`config.mk`:
```
export PLATFORM = sky130hd
export DESIGN_NAME = mem_arbiter
export DESIGN_NICKNAME = d
export VERILOG_FILES = /design/src/rtl/mem_arbiter.sv
export SDC_FILE = /design/constraint.sdc
export NUM_CORES = 1
export LEC_CHECK = 0
export CORE_AREA = 4 4 97 99
export CTS_BUF_LIST = sky130_fd_sc_hd__clkbuf_8
export DETAILED_ROUTE_END_ITERATION = 7
export DIE_AREA = 0 0 101 103
export PLACE_DENSITY_LB_ADDON = 0.08
export SLEW_MARGIN = 5
export SYNTH_ARGS = -nofsm -noshare
export SYNTH_HDL_FRONTEND = slang
export SYNTH_SLANG_ARGS = --single-unit
```
`constraint.sdc`:
```
create_clock -name clk -period 2.12 [get_ports clk]
set_clock_uncertainty 0.15 [all_clocks]
set_input_delay 0.424 -clock clk [delete_from_list [all_inputs] [get_ports clk]]
set_output_delay 0.424 -clock clk [all_outputs]
set_load 0.005 [all_outputs]
```
`src/rtl/mem_arbiter.sv`:
```
// Two-requester (fetch/data) arbiter onto one single-port 32-bit memory, with address fault checks.
// Define MEM_ARB_RR_EN for round-robin arbitration of simultaneous requests; default is data-first.
module mem_arbiter #(
  parameter logic [31:0] ENTRY = 32'h8000_0000,
  parameter int          DEPTH = 2056,
  localparam int         IDX_W = $clog2(DEPTH)
) (
  input  logic             clk,
  input  logic             reset,
  input  logic             i_req,
  input  logic [31:0]      i_addr,
  output logic             i_gnt,
  output logic             i_rvalid,
  output logic             i_err,
  output logic [31:0]      i_rdata,
  input  logic             d_req,
  input  logic             d_we,
  input  logic [3:0]       d_be,
  input  logic [31:0]      d_addr,
  input  logic [31:0]      d_wdata,
  output logic             d_gnt,
  output logic             d_rvalid,
  output logic             d_err,
  output logic [31:0]      d_rdata,
  output logic             mem_en,
  output logic             mem_we,
  output logic [3:0]       mem_be,
  output logic [IDX_W-1:0] mem_idx,
  output logic [31:0]      mem_wdata,
  input  logic [31:0]      mem_rdata
);

  typedef enum logic [1:0] {
    IDLE   = 2'd0,
    RESP_I = 2'd1,
    RESP_D = 2'd2
  } state_t;

  state_t r_state;
  state_t w_state_nxt;

  logic        r_err_p1;
  logic        r_wr_p1;
  logic        w_sel_i;
  logic        w_sel_d;
  logic        w_gnt;
  logic        w_fault;
  logic        w_wr;
  logic [31:0] w_addr;

  // The upper bound is formed in 33 bits so ENTRY + 4*DEPTH cannot wrap.
  function automatic logic addr_fault(input logic [31:0] a);
    logic [32:0] lim;
    lim = {1'b0, ENTRY} + (33'(DEPTH) << 2);
    return (a < ENTRY) || ({1'b0, a} >= lim) || (a[1:0] != 2'b00);
  endfunction

  function automatic logic [IDX_W-1:0] addr_idx(input logic [31:0] a);
    return IDX_W'((a - ENTRY) >> 2);
  endfunction

`ifdef MEM_ARB_RR_EN
  // Set means the fetch port won the last contended grant, so data goes next.
  logic r_last_i_win;

  always_ff @(posedge clk or negedge reset) begin
    if (!reset)
      r_last_i_win <= 1'b1;
    else if (i_req && d_req)
      r_last_i_win <= w_sel_i;
  end
`endif

  // Request selection; gated by reset so nothing is granted while it is held.
  always_comb begin
    w_sel_i = 1'b0;
    w_sel_d = 1'b0;
    if (reset) begin
`ifdef MEM_ARB_RR_EN
      if (i_req && d_req) begin
        w_sel_d = r_last_i_win;
        w_sel_i = !r_last_i_win;
      end else begin
        w_sel_d = d_req;
        w_sel_i = i_req;
      end
`else
      w_sel_d = d_req;
      w_sel_i = i_req && !d_req;
`endif
    end
  end

  assign w_gnt   = w_sel_i || w_sel_d;
  assign w_addr  = w_sel_d ? d_addr : i_addr;
  assign w_fault = addr_fault(w_addr);
  assign w_wr    = w_sel_d && d_we;

  // Stage p0 -> p1: state and response attributes captured at grant.
  always_ff @(posedge clk or negedge reset) begin
    if (!reset)
      r_state <= IDLE;
    else
      r_state <= w_state_nxt;
  end

  always_ff @(posedge clk) begin
    if (w_gnt) begin
      r_err_p1 <= w_fault;
      r_wr_p1  <= w_wr;
    end
  end

  always_comb begin
    w_state_nxt = IDLE;
    i_gnt       = w_sel_i;
    d_gnt       = w_sel_d;
    mem_en      = 1'b0;
    mem_we      = 1'b0;
    mem_be      = 4'h0;
    mem_idx     = '0;
    mem_wdata   = 32'h0;
    i_rvalid    = 1'b0;
    i_err       = 1'b0;
    i_rdata     = 32'h0;
    d_rvalid    = 1'b0;
    d_err       = 1'b0;
    d_rdata     = 32'h0;

    if (w_sel_d)
      w_state_nxt = RESP_D;
    else if (w_sel_i)
      w_state_nxt = RESP_I;

    if (w_gnt && !w_fault) begin
      mem_en  = 1'b1;
      mem_idx = addr_idx(w_addr);
      if (w_wr) begin
        mem_we    = 1'b1;
        mem_be    = d_be;
        mem_wdata = d_wdata;
      end else begin
        mem_be    = 4'hF;
      end
    end

    // Responses: reads return the memory word, writes and faults return zero.
    case (r_state)
      RESP_I: begin
        i_rvalid = 1'b1;
        i_err    = r_err_p1;
        if (!r_err_p1)
          i_rdata = mem_rdata;
      end
      RESP_D: begin
        d_rvalid = 1'b1;
        d_err    = r_err_p1;
        if (!r_err_p1 && !r_wr_p1)
          d_rdata = mem_rdata;
      end
      default: ;
    endcase
  end

endmodule

```
==> qor.csv <==
metric,value,unit
status,"finished, violations left",
failing checks,negative setup slack,
Core Rows,34,
total number of vias,2836,
Min-Delay Path Class,input pin to async pin,
Post-DP Area,4487,µm²
Antenna Nets Post-Route,0,
"Worst Setup Slack, final",-0.6368,ns
post-DR wirelength/cell,17.96,µm
CTS tree,built,
io pins,257,
sequential power share,0.116,
Clock Power Share,0.205,
Final Hold Viols,0,
fin util,0.6471,
synth warn,0,
Setup crit end kind,output pin,
CP required,1.55,ns
Highest Clock Rate,362.7,MHz
hpwl dp,8.030,mm
crit share post-route,1.300,
Tot Pwr,788.4,µW
Cell Pwr Density,142.5,nW/µm²
met3 Usage GRT,0.06901,
Setup TNS,-29.51,ns
DRC errors left,0,
first-pass GRT wire length,15.73,mm
die width,101,µm
Post-Syn Instances,194,
die span in y,103,µm
IO buf count,256,
CTS root buffer,clkbuf_8,
Comb power frac,0.679,
clock slew at reported path FFs,0.03,ns
H-tree depth,1,
M1 GR Usage,0.1814,
vias in the first global route,2934,
clock sink total,4,
Max-Cap Viols,0,
GR Overflow Total,0,
type of origin of the critical path,input pin,
WL final,11.53,mm
initial DRC count,50,
layout cells sized above 1,0.6536,
Yosys cell types,35,
n_diodes,0,
pre-CTS WS,-1.268,ns
"non-filler cells, final",642,
Die Footprint,10400,µm²
Mean Syn Cell Area,7.236,µm²
Static Leakage,2.731,nW
Starting Density,0.1642,
RePlAce Congestion,0.7939,
Core Area,8551,µm²
RSZ-0062 raised after global routing,yes,
post-synthesis sequential area ratio,0.07843,
Yosys reg bits,4,
worst-margin pin slew,0.2765,ns
DRT Pass-1 Iters,4,
cts hold-fix bufs,0,
P_sw,226.2,µW
Num CTS Buffers,3,
global routing's busiest layer,met2,
clk buf depth,2,
Post-Syn Area,1404,µm²
# fillers,725,
switch share,0.2869,
"Arr. time, crit path",2.18,ns
Final min period,2.757,ns
fin. max-slew vios,0,
grt met2 use,0.4041,
Hold WS,0.1144,ns
Final Setup Violations,82,
kind of critical path,input pin to output pin,
Area Overhead vs Synth,294.1,%
"Design Area, Final",5533,µm²
antenna violations before repair,0,
nets@finish,672,
Worst Path Max Fanout,4,
Post-Syn Nets,331,
pin count of the biggest net entering global routing,33,
Internal,562.2,µW
Global Route Usage Sum,0.1962,
worst relative slew slack,0.8104,
placed cells,569,
routed vias/inst,4.417,
Max VDD drop,0.1411,mV
## synthesized netlist by cell type
cell type	n	area, µm²
buf_12	1	20.02
buf_1	1	3.750
a2111oi_4	1	27.53
buf_6	2	22.52
a21oi_1	1	5.000
nand2_1	3	11.26
nand2_4	1	11.26
buf_4	1	7.510
and3_1	33	206.5
or4_4	1	11.26
clkbuf_1	12	45.04
a211oi_1	1	7.510
dfrtp_1	2	50.05
and2_1	67	419.2
nor2b_1	3	18.77
clkbuf_2	1	5.000
a221o_1	1	10.01
nand4_1	1	6.260
nor4_2	8	100.1
nor4b_1	2	17.52
edfxtp_1	2	60.06
inv_2	1	3.750
nor2_1	6	22.52
nand2_2	1	6.260
nor3b_1	1	7.510
nor3_1	1	5.000
o31a_1	1	8.760
o21ai_1	1	5.000
nand3_1	2	10.01
or2_2	1	6.260
nor4_4	1	21.27
inv_1	3	11.26
nor4_1	18	112.6
mux2i_1	11	110.1
a21boi_0	1	7.510
## cells by family after synthesis
family / share of synthesized area
compound gates: 0.05080
buf+inv: 0.08466
flops: 0.07843
mux: 0.07843
simple gates: 0.7077
## sequential cells by signal, indices dropped and copies added, names as in the netlist
name and cells:
r_err_p1 1, r_state 2, r_wr_p1 1
## cells in the final DEF (no fill, tap or decap), types with 6 or more instances in the layout
| master | n |
|---|---|
| and3_1 | 21 |
| clkbuf_2 | 13 |
| mux2i_1 | 11 |
| clkdlybuf4s15_1 | 12 |
| buf_6 | 113 |
| nor4_4 | 20 |
| buf_4 | 25 |
| clkdlybuf4s50_1 | 85 |
| and2_4 | 43 |
| nor4_2 | 7 |
| dlygate4sd2_1 | 8 |
| and3_4 | 12 |
| buf_12 | 13 |
| and2_1 | 24 |
| buf_2 | 61 |
| clkdlybuf4s15_2 | 12 |
| nor2_1 | 6 |
## critical path: stages
cell and delay (ns):
buf_2 0.12, nor4_4 0.27, nand2_2 0.09, buf_6 0.13, a2111oi_4 0.32, buf_4 0.17
buf_6 0.10, buf_6 0.11, buf_12 0.10, buf_6 0.08, and3_4 0.17, buf_6 0.09
## path summary, 6_finish.rpt
path,start,endpoint,slack [ns],depth (start not counted)
min in group clk,d_req,r_state[0],0.54,3
worst max-delay path,d_addr[6],mem_wdata[28],-0.64,12
worst min-delay path,reset,r_state[0],0.11,2
max in group asynchronous,reset,r_state[1],1.61,2
## cell type report
cell class / count / area (µm²) / area share
timing repair buffer: 354 / 3495 / 0.6316
multi-input combinational: 168 / 1733 / 0.3132
tap: 108 / 135.1 / 0.02442
sequential: 4 / 110.1 / 0.01990
clock buffer: 3 / 41.29 / 0.007463
inverter: 4 / 15.01 / 0.002714
clock inverter: 1 / 3.754 / 0.0006784
## per-layer routing
metal	up-vias	part of all wire
li1	1382	-
met4	0	0.017
met2	155	0.57
met5	-	0
met3	13	0.10
met1	1286	0.31
## power groups by stage
stage               registers, mW  clock network, mW  logic (mW)
floorplan                  0.0895                  0      0.0893
global placement           0.0906                  0       0.450
detailed placement         0.0907                  0       0.456
CTS                        0.0910              0.165       0.489
global route               0.0918              0.175       0.568
finish                     0.0917              0.161       0.535
## what timing repair did
item | 4_1_cts | 5_1_grt
resized for setup | 579 | 238
endpoints found under the setup margin | 117 | 118
cloned | 15 | 1
hold endpoints to repair | 0 | 0
pin swaps | 28 | 51
setup buffers | 56 | 13
No activity file was read; power rests on OpenSTA's default activity.
